--- src/rtl/fft_ctrl_pkg.sv ---
// Shared types and default sizing for the FFT frame sequencer and its peak tracker.
package fft_ctrl_pkg;

  typedef enum logic [2:0] {
    StIdle,
    StClear,
    StCapture,
    StStream,
    StScan,
    StDone
  } ctrl_state_e;

  localparam int unsigned DATA_NUM_DEF  = 128;
  localparam int unsigned FFT_WIDTH_DEF = 24;

  localparam int unsigned BIN_W = $clog2(DATA_NUM_DEF);
  localparam int unsigned MAG_W = 2 * FFT_WIDTH_DEF + 1;

  // Positive half-spectrum excluding DC and Nyquist.
  localparam int unsigned HALF_LO = 1;

  function automatic int unsigned half_hi(input int unsigned n);
    return n / 2 - 1;
  endfunction

  localparam int unsigned HALF_HI = half_hi(DATA_NUM_DEF);

endpackage

--- src/rtl/fft_peak_tracker.sv ---
// Two-stage magnitude/compare pipeline: stage 1 registers re^2+im^2 with its bin,
// stage 2 keeps the strictly-largest half-spectrum bin seen since the last clear.
module fft_peak_tracker
  import fft_ctrl_pkg::*;
#(
  parameter int unsigned DATA_NUM  = DATA_NUM_DEF,
  parameter int unsigned FFT_WIDTH = FFT_WIDTH_DEF,
  localparam int unsigned BinW     = $clog2(DATA_NUM),
  localparam int unsigned MagW     = 2 * FFT_WIDTH + 1
) (
  input  logic                        clk,
  input  logic                        rst,
  input  logic                        clear_i,
  input  logic                        tvalid_i,
  input  logic                        tlast_i,
  input  logic signed [FFT_WIDTH-1:0] re_i,
  input  logic signed [FFT_WIDTH-1:0] im_i,
  output logic        [BinW-1:0]      peak_bin_o,
  output logic        [MagW-1:0]      peak_mag_o,
  output logic                        frame_end_o,
  output logic                        tlast_err_o
);

  logic signed [2*FFT_WIDTH-1:0] re_x, im_x, re_sq, im_sq;
  logic        [MagW-1:0]        mag;

  logic [BinW-1:0] bin_q;
  logic            s1_vld_q, s1_last_q;
  logic [BinW-1:0] s1_bin_q;
  logic [MagW-1:0] s1_mag_q;
  logic [BinW-1:0] peak_bin_q, peak_bin_d;
  logic [MagW-1:0] peak_mag_q, peak_mag_d;
  logic            in_half;

  assign re_x  = (2 * FFT_WIDTH)'(re_i);
  assign im_x  = (2 * FFT_WIDTH)'(im_i);
  assign re_sq = re_x * re_x;
  assign im_sq = im_x * im_x;
  assign mag   = MagW'($unsigned(re_sq)) + MagW'($unsigned(im_sq));

  assign in_half = (s1_bin_q >= BinW'(HALF_LO)) && (s1_bin_q <= BinW'(half_hi(DATA_NUM)));

  // Strict compare keeps the lowest bin on ties since bins arrive in ascending order.
  always_comb begin
    peak_bin_d = peak_bin_q;
    peak_mag_d = peak_mag_q;
    if (s1_vld_q && in_half && (s1_mag_q > peak_mag_q)) begin
      peak_bin_d = s1_bin_q;
      peak_mag_d = s1_mag_q;
    end
  end

  always_ff @(posedge clk) begin
    if (rst || clear_i) begin
      bin_q      <= '0;
      s1_vld_q   <= 1'b0;
      s1_last_q  <= 1'b0;
      s1_bin_q   <= '0;
      s1_mag_q   <= '0;
      peak_bin_q <= '0;
      peak_mag_q <= '0;
    end else begin
      s1_vld_q   <= tvalid_i;
      peak_bin_q <= peak_bin_d;
      peak_mag_q <= peak_mag_d;
      if (tvalid_i) begin
        bin_q     <= bin_q + 1'b1;
        s1_bin_q  <= bin_q;
        s1_mag_q  <= mag;
        s1_last_q <= tlast_i;
      end
    end
  end

  // Expose the post-compare peak so the final beat is included when the frame ends.
  assign peak_bin_o  = peak_bin_d;
  assign peak_mag_o  = peak_mag_d;
  assign frame_end_o = s1_vld_q && s1_last_q;
  assign tlast_err_o = frame_end_o && (s1_bin_q != BinW'(DATA_NUM - 1));

endmodule

--- src/rtl/fft_frame_ctrl.sv ---
// Frame sequencer: clears the sample FIFO, gates DATA_NUM ADC writes, releases the
// reader into the FFT, then reports the peak half-spectrum bin of the output frame.
module fft_frame_ctrl
  import fft_ctrl_pkg::*;
#(
  parameter int unsigned DATA_NUM   = DATA_NUM_DEF,
  parameter int unsigned FFT_WIDTH  = FFT_WIDTH_DEF,
  parameter int unsigned CLR_CYCLES = 4,
  parameter int unsigned TIMEOUT    = 4096,
  localparam int unsigned BinW      = $clog2(DATA_NUM),
  localparam int unsigned MagW      = 2 * FFT_WIDTH + 1
) (
  input  logic                        clk,
  input  logic                        rst,
  input  logic                        start_i,
  input  logic                        continuous_i,
  input  logic                        adc_valid_i,
  output logic                        fifo_srst_o,
  output logic                        fifo_wr_en_o,
  input  logic                        fifo_full_i,
  input  logic [9:0]                  fifo_data_count_i,
  output logic                        rd_enable_o,
  input  logic                        fft_rst_done_i,
  input  logic                        fft_tvalid_i,
  input  logic                        fft_tlast_i,
  input  logic signed [FFT_WIDTH-1:0] fft_re_i,
  input  logic signed [FFT_WIDTH-1:0] fft_im_i,
  input  logic                        fft_err_i,
  output logic                        busy_o,
  output logic                        done_o,
  output logic [BinW-1:0]             peak_bin_o,
  output logic [MagW-1:0]             peak_mag_o,
  output logic                        err_o
);

  localparam int unsigned CntW = BinW + 1;
  localparam int unsigned ClrW = $clog2(CLR_CYCLES) + 1;
  localparam int unsigned ToW  = $clog2(TIMEOUT) + 1;

  ctrl_state_e     state_q;
  logic            pending_q;
  logic [ClrW-1:0] clr_cnt_q;
  logic [CntW-1:0] wr_cnt_q;
  logic [ToW-1:0]  to_cnt_q;
  logic            err_q, done_q, err_out_q;
  logic [BinW-1:0] peak_bin_q;
  logic [MagW-1:0] peak_mag_q;

  logic            active, timeout, trk_valid;
  logic [BinW-1:0] trk_peak_bin;
  logic [MagW-1:0] trk_peak_mag;
  logic            trk_frame_end, trk_tlast_err;

  assign active    = (state_q == StStream) || (state_q == StScan);
  assign timeout   = active && (to_cnt_q == ToW'(TIMEOUT - 1));
  assign trk_valid = fft_tvalid_i && active;

  assign fifo_wr_en_o = (state_q == StCapture) && adc_valid_i && (wr_cnt_q < CntW'(DATA_NUM));
  assign fifo_srst_o  = (state_q == StClear);
  assign rd_enable_o  = active;
  assign busy_o       = (state_q != StIdle);
  assign done_o       = done_q;
  assign peak_bin_o   = peak_bin_q;
  assign peak_mag_o   = peak_mag_q;
  assign err_o        = err_out_q;

  fft_peak_tracker #(
    .DATA_NUM  (DATA_NUM),
    .FFT_WIDTH (FFT_WIDTH)
  ) u_peak_tracker (
    .clk         (clk),
    .rst         (rst),
    .clear_i     (state_q == StClear),
    .tvalid_i    (trk_valid),
    .tlast_i     (fft_tlast_i),
    .re_i        (fft_re_i),
    .im_i        (fft_im_i),
    .peak_bin_o  (trk_peak_bin),
    .peak_mag_o  (trk_peak_mag),
    .frame_end_o (trk_frame_end),
    .tlast_err_o (trk_tlast_err)
  );

  always_ff @(posedge clk) begin
    if (rst) begin
      state_q    <= StIdle;
      pending_q  <= 1'b0;
      clr_cnt_q  <= '0;
      wr_cnt_q   <= '0;
      to_cnt_q   <= '0;
      err_q      <= 1'b0;
      done_q     <= 1'b0;
      err_out_q  <= 1'b0;
      peak_bin_q <= '0;
      peak_mag_q <= '0;
    end else begin
      done_q <= 1'b0;
      unique case (state_q)
        StIdle: begin
          if (start_i) pending_q <= 1'b1;
          if ((pending_q || start_i) && fft_rst_done_i) begin
            state_q   <= StClear;
            clr_cnt_q <= '0;
          end
        end
        StClear: begin
          wr_cnt_q <= '0;
          err_q    <= 1'b0;
          if (clr_cnt_q == ClrW'(CLR_CYCLES - 1)) state_q <= StCapture;
          else clr_cnt_q <= clr_cnt_q + 1'b1;
        end
        StCapture: begin
          if (fifo_wr_en_o) begin
            wr_cnt_q <= wr_cnt_q + 1'b1;
            if (fifo_full_i) err_q <= 1'b1;
          end
          if ((wr_cnt_q == CntW'(DATA_NUM)) && (fifo_data_count_i == 10'(DATA_NUM))) begin
            state_q  <= StStream;
            to_cnt_q <= '0;
          end
        end
        StStream, StScan: begin
          to_cnt_q <= to_cnt_q + 1'b1;
          err_q    <= err_q | fft_err_i;
          if ((state_q == StStream) && fft_tvalid_i) state_q <= StScan;
          if (trk_frame_end || timeout) begin
            state_q    <= StDone;
            done_q     <= 1'b1;
            peak_bin_q <= trk_peak_bin;
            peak_mag_q <= trk_peak_mag;
            err_out_q  <= err_q | fft_err_i | trk_tlast_err | timeout;
          end
        end
        StDone: begin
          if (continuous_i) begin
            state_q   <= StClear;
            clr_cnt_q <= '0;
          end else begin
            state_q   <= StIdle;
            pending_q <= 1'b0;
          end
        end
        default: state_q <= StIdle;
      endcase
    end
  end

endmodule

--- config.mk ---
export PLATFORM = sky130hd
export DESIGN_NAME = fft_frame_ctrl
export DESIGN_NICKNAME = d
export VERILOG_FILES = /design/src/rtl/fft_ctrl_pkg.sv /design/src/rtl/fft_peak_tracker.sv /design/src/rtl/fft_frame_ctrl.sv
export SDC_FILE = /design/constraint.sdc
export NUM_CORES = 2
export LEC_CHECK = 0
export BUFFER_PORTS_ARGS = -buffer_cell sky130_fd_sc_hd__buf_4
export CAP_MARGIN = 20
export CORE_UTILIZATION = 50
export CTS_CLUSTER_DIAMETER = 60
export DETAILED_ROUTE_END_ITERATION = 8
export MAX_ROUTING_LAYER = met4
export PLACE_DENSITY = 0.71
export SLEW_MARGIN = 20
export SYNTH_ARGS = -nofsm -noshare
export SYNTH_HDL_FRONTEND = slang
export SYNTH_SLANG_ARGS = --single-unit
--- constraint.sdc ---
create_clock -name clk -period 9.9 [get_ports clk]
set_clock_uncertainty 0.2 [all_clocks]
set_input_delay 0.99 -clock clk [delete_from_list [all_inputs] [get_ports clk]]
set_output_delay 0.99 -clock clk [all_outputs]
set_load 0.05 [all_outputs]
* Yosys cells after proc, flatten, opt, wreduce, memory -nomap -nowiden
Index checks and enable logic that the tools add are counted.
Operators by class: reduce and logical (&&, ||, !) cells 32, bitwise gates (word level) 4, $mul 2, multiplexer cells 24, add/subtract/negate cells 5, equal/unequal tests 20, $lt $le $gt $ge 4
Operator list (count):
- $mul A24 B24 Y48 | 2
- $add A48 B48 Y49 | 1
- $gt A49 B49 Y1 | 1
- $mux W49 | 1
- $pmux W13 S2 | 1
- $mux W3 | 8
- $ne A2 B2 Y1 const B | 8
- $pmux W8 S2 | 1
- $pmux W3 S5 | 1
- $add A13 B1 Y13 const B | 1
- $eq A13 B12 Y1 const B | 1
- $mux W13 | 1
- $logic_and A1 B1 Y1 | 12
- $eq A10 B8 Y1 const B | 1
- $eq A3 B2 Y1 const B | 3
- $pmux W3 S3 | 1
- $reduce_bool A3 Y1 | 3
- $add A8 B1 Y8 const B | 1
- $eq A8 B8 Y1 const B | 1
- $lt A8 B8 Y1 const B | 1
- $mux W8 | 1
- $reduce_and A4 Y1 | 2
- $add A7 B1 Y7 const B | 1
- $ge A7 B1 Y1 const B | 1
- other kinds (19) | 36
Storage, ports and cells: input bits 68, word-level logic and storage cells 108, bits in registers 208, output and inout port bits 62

* Logic depth before layout (Yosys ltp)
depth after elaboration 6, gate-level depth with buffers 39, depth with buffers taken out 37

* By module
From an unflattened synthesis, not the netlist that was laid out.
Unflattened totals: cells, all modules 5423, area, all modules 49800.3 um^2
By module, submodules not included:
- fft_peak_tracker | cells each 4962, instances 1, area each 46036.7 um^2
- fft_frame_ctrl | cells each 461, instances 1, area each 3763.6 um^2

* Worst setup path before layout
No wires, ideal clock.
kind input to register, start input fft_im_i[23], end register u_peak_tracker.s1_mag_q[47], library setup time 0.065 ns, stages on the path 36, arrival time 9.310 ns, required time 9.635 ns, slack 0.326 ns, path buffers 3, cells stage by stage clkbuf_1 > clkbuf_1 > nand2_1 > inv_1 > fa_1 > fa_1 > inv_1 > fa_1 > inv_1 > fa_1 > fa_1 > fa_1 > inv_1 > fa_1 > inv_1 > ha_1 > clkbuf_1 > a21o_1 > a21o_1 > a21oi_1 > o21ai_1 > a21o_1 > a21o_1 > a31oi_1 > o21ai_1 > a21oi_1 > xnor2_1 > ha_1 > and3_1 > and2_1 > nand3_1 > o221ai_1 > nor4_1 > a211o_1 > a211o_1 > nor2_1
On the way: word-level cells in the longest chain between the ends 2
RTL lines:
- start, declared | line fft_frame_ctrl.sv:27 | input logic signed [FFT_WIDTH-1:0] fft_im_i,
- $mul A24 B24 Y48 | line fft_peak_tracker.sv:38 | assign im_sq = im_x * im_x;
- $add A48 B48 Y49 | line fft_peak_tracker.sv:39 | assign mag = MagW'($unsigned(re_sq)) + MagW'($unsigned(im_sq));
- end signal, assigned | line fft_peak_tracker.sv:69 | s1_mag_q <= mag;
- end, declared | line fft_peak_tracker.sv:30 | logic [MagW-1:0] s1_mag_q;
No other way between the ends. A chain may end at the register's enable or synchronous reset.

* Worst setup path after layout
start input fft_im_i[3], end register u_peak_tracker.s1_mag_q[40]
The elaborated chain is that of the path after synthesis.

==> flow_metrics.tcl <==
set metrics [dict create \
    fill_cells 8712 \
    synth_top_family_by_area "adder cells" \
    synth_top_cell_by_area "fa_1" \
    io_pins 130 \
    viasPerCell 5.201 \
    syn_inst 5410 \
    synthAdderAreaFrac_pct 55.12 \
    antenna_left 0 \
    synth-simple-area-share_pct 11.79 \
    finalWirelength_um 115500 \
    grt_pass1_wl_um 191900 \
    drc 0 \
    grt_overflow 0 \
    design_area_mm2 0.05306 \
    yosys_warnings 0 \
    finalNonFillerCells 6817 \
    synthArstFlopShare_pct 0 \
    dp.cells 6774 \
    syn-num-nets 6981 \
    hold_viol 0 \
    hold_class "flip-flop to flip-flop" \
    clock-sinks 208 \
    root_buffer "clkbuf_16" \
    drt_pass1_iterations 8 \
    worstSetupStartpointType "input port" \
    grt_max_degree 112 \
    initial_core_util_pct 50.73 \
    track_usage_pct 24.91 \
    synthTopCellsByArea "fa_1 (45%), inv_1 (11%), ha_1 (9.9%)" \
    path_buf_inv 8 \
    synthMuxAreaShare_pct 1.224 \
    path_delay_family "adder cells" \
    nets 7095 \
    rows 114 \
    die_h_um 315.9 \
    grt_pass1_vias 37990 \
    port_buffers 129 \
    synth.most_common_cell "inv_1" \
    path_clk_slew_ps 60 \
    met1_usage_pct 32.46 \
    timing.fmax_mhz 105.9 \
    min_period_ps 9442 \
    htree_num_levels 1 \
    met3_usage_pct 1.522 \
    initialDrtViolationCount 1860 \
    setup_viol 0 \
    max_stage_delay_ps 560 \
    syn_avg_cell_area_um2 9.109 \
    synth_top_area_share_pct 45.22 \
    fin_crit_sh_pct 95.38 \
    crit_type "input port to flip-flop" \
    final-max-slew-violation-count 0 \
    cp_slowest_cell "fa_1" \
    synth_flop_cell "dfxtp_1" \
    rsz0062_at_grt "false" \
    antenna_found_initial 2 \
    cts_hold_buf 0 \
    wl_per_cell_um 16.94 \
    die_w_um 315.9 \
    status "complete, no violations" \
    drive_above_1_share_pct 6.083 \
    place_area_mm2 0.05225 \
    cp.required_ps 10160 \
    yosys-top-cells-count "inv_1 (1419), fa_1 (1113), nand2_1 (513), ha_1 (390), nor2_1 (267)" \
    clockBufferDepth 3 \
    place_congestion 0.9359 \
    cts_buffers 24 \
    synth_compound_area_share_pct 8.092 \
    end_kind "flip-flop" \
    ys_types 74 \
    worstPathArrival_ps 9700 \
    ys_seq_area_share_pct 8.450 \
    dpl.hpwl_um 99420 \
    area_growth_pct 7.676 \
    tightest_slew_ps 1033 \
    ys_ff_latch 208 \
    slew_headroom_pct 31.14 \
    synth_edf_count 0 \
    clock_latency_ps 540 \
    use_met2_pct 42.75 \
    cts_tree "built" \
    vias 35460 \
    die_area_mm2 0.09981 \
    coreArea_mm2 0.09714 \
    synth_area_mm2 0.04928 \
    busiest_layer "met2" \
    cp_max_fo 19 \
    maxCapViolations 0 \
    synth_xor_xnor_area_share_pct 3.075 \
    cp_common_cell "fa_1" \
]
-- registers in the layout, summed over array words and instances (netlist names), 3 cells and up --
name and cells:
clr_cnt_q 3, wr_cnt_q 8, to_cnt_q 13, u_peak_tracker.bin_q 7
u_peak_tracker.peak_bin_q 7, peak_bin_o 7, state_q 3, u_peak_tracker.s1_bin_q 7
u_peak_tracker.peak_mag_q 49, peak_mag_o 49, u_peak_tracker.s1_mag_q 49
-- per-layer routing --
metal  share of wire (%)  wire (um)  up-vias
li1                    -          -    16510
met1                  43      49590    17950
met2                  50      58260      825
met3                 4.2       4903      166
met4                 2.4       2733        0
met5                   0          0        -
-- metrics by stage --
| step | setup TNS, ps | util, % | setup WS (ps) | hold slack (ps) |
|---|---|---|---|---|
| after floorplan | 0 | - | 325.7 | 231.9 |
| after global placement | 0 | 53.79 | 55.07 | 241.1 |
| after detailed placement | -277.2 | 53.79 | -104.6 | 258.9 |
| after CTS | 0 | 54.61 | 463.0 | 268.9 |
| after global routing | 0 | 54.62 | 13.84 | 295.1 |
| final | 0 | 54.62 | 457.8 | 266.7 |
-- worst register-to-register path, stage by stage (launching register included) --
cell      delay, ps
dfxtp_1         370
ha_1            330
a21o_1          120
a21o_1          110
a21o_1          110
a21o_1          110
a21oi_1          60
o21ai_1         290
o221ai_1        230
a21oi_4         730
buf_4           680
mux2i_1         400
a211oi_1        130
-- placed cells by master, fill, tap and decap left out, types with 5 or more instances in the layout --
| cell type | instances |
|---|---|
| dfxtp_1 | 208 |
| and3_1 | 19 |
| mux2i_1 | 58 |
| a31oi_1 | 26 |
| or3_1 | 12 |
| xnor2_1 | 123 |
| o21a_1 | 18 |
| nor2b_1 | 58 |
| clkbuf_8 | 5 |
| nand2b_1 | 24 |
| a221oi_1 | 6 |
| o21ai_1 | 35 |
| a211oi_1 | 76 |
| fa_1 | 1113 |
| nand2_1 | 512 |
| clkbuf_16 | 24 |
| a21oi_1 | 192 |
| o21ai_0 | 48 |
| nand3_1 | 47 |
| o21bai_1 | 25 |
| o22ai_1 | 5 |
| inv_1 | 1419 |
| a211o_1 | 5 |
| xor2_1 | 50 |
| buf_4 | 271 |
| nor3_1 | 26 |
| nor2_1 | 266 |
| or2_1 | 8 |
| nor4_1 | 7 |
| a311oi_1 | 5 |
| a21o_1 | 106 |
| ha_1 | 390 |
| and2_1 | 208 |
| nand4_1 | 36 |
| nor3b_1 | 5 |
| o31ai_1 | 9 |
-- logic make-up (layout without fill, tap and decap cells) --
group | count (synthesis) | count (layout)
compound gates | 611 | 611
xor+xnor | 173 | 173
fa+ha+maj | 1503 | 1503
buf+inv | 1606 | 1736
flops | 208 | 208
mux | 60 | 60
other cells | 0 | 1
simple gates | 1249 | 1249
-- area by class of cell --
type | instances | area, um2 | share of cell area [%]
Multi-Input combinational cell | 3596 | 39120 | 73.73
Inverter | 1423 | 5341 | 10.07
Sequential cell | 208 | 4164 | 7.848
Timing Repair Buffer | 271 | 2034 | 3.834
Tap cell | 1276 | 1597 | 3.009
Clock buffer | 32 | 680.7 | 1.283
Clock inverter | 10 | 121.4 | 0.2287
Antenna cell | 1 | 2.502 | 0.004716
-- timing repair --
item	CTS	global route
buffers inserted	0	0
gates resized for setup	0	2
endpoints found under the setup margin	0	5
endpoints found under the hold margin	0	0
-- worst paths after layout --
kind	slack [ps]	to	cells past startpoint	startpoint
max reg2reg	5840	peak_mag_o[39]$_SDFFE_PP0P_	12	u_peak_tracker.s1_mag_q[42]$_SDFFE_PP0P_
min reg2reg	270	u_peak_tracker.s1_last_q$_SDFFE_PP0P_	2	u_peak_tracker.s1_last_q$_SDFFE_PP0P_
min	270	u_peak_tracker.s1_last_q$_SDFFE_PP0P_	2	u_peak_tracker.s1_last_q$_SDFFE_PP0P_
max	460	u_peak_tracker.s1_mag_q[40]$_SDFFE_PP0P_	36	fft_im_i[3]
Power is left out: the tool's default activity adds up to more than one toggle a clock period on the data nets, which glitch-free logic cannot reach.
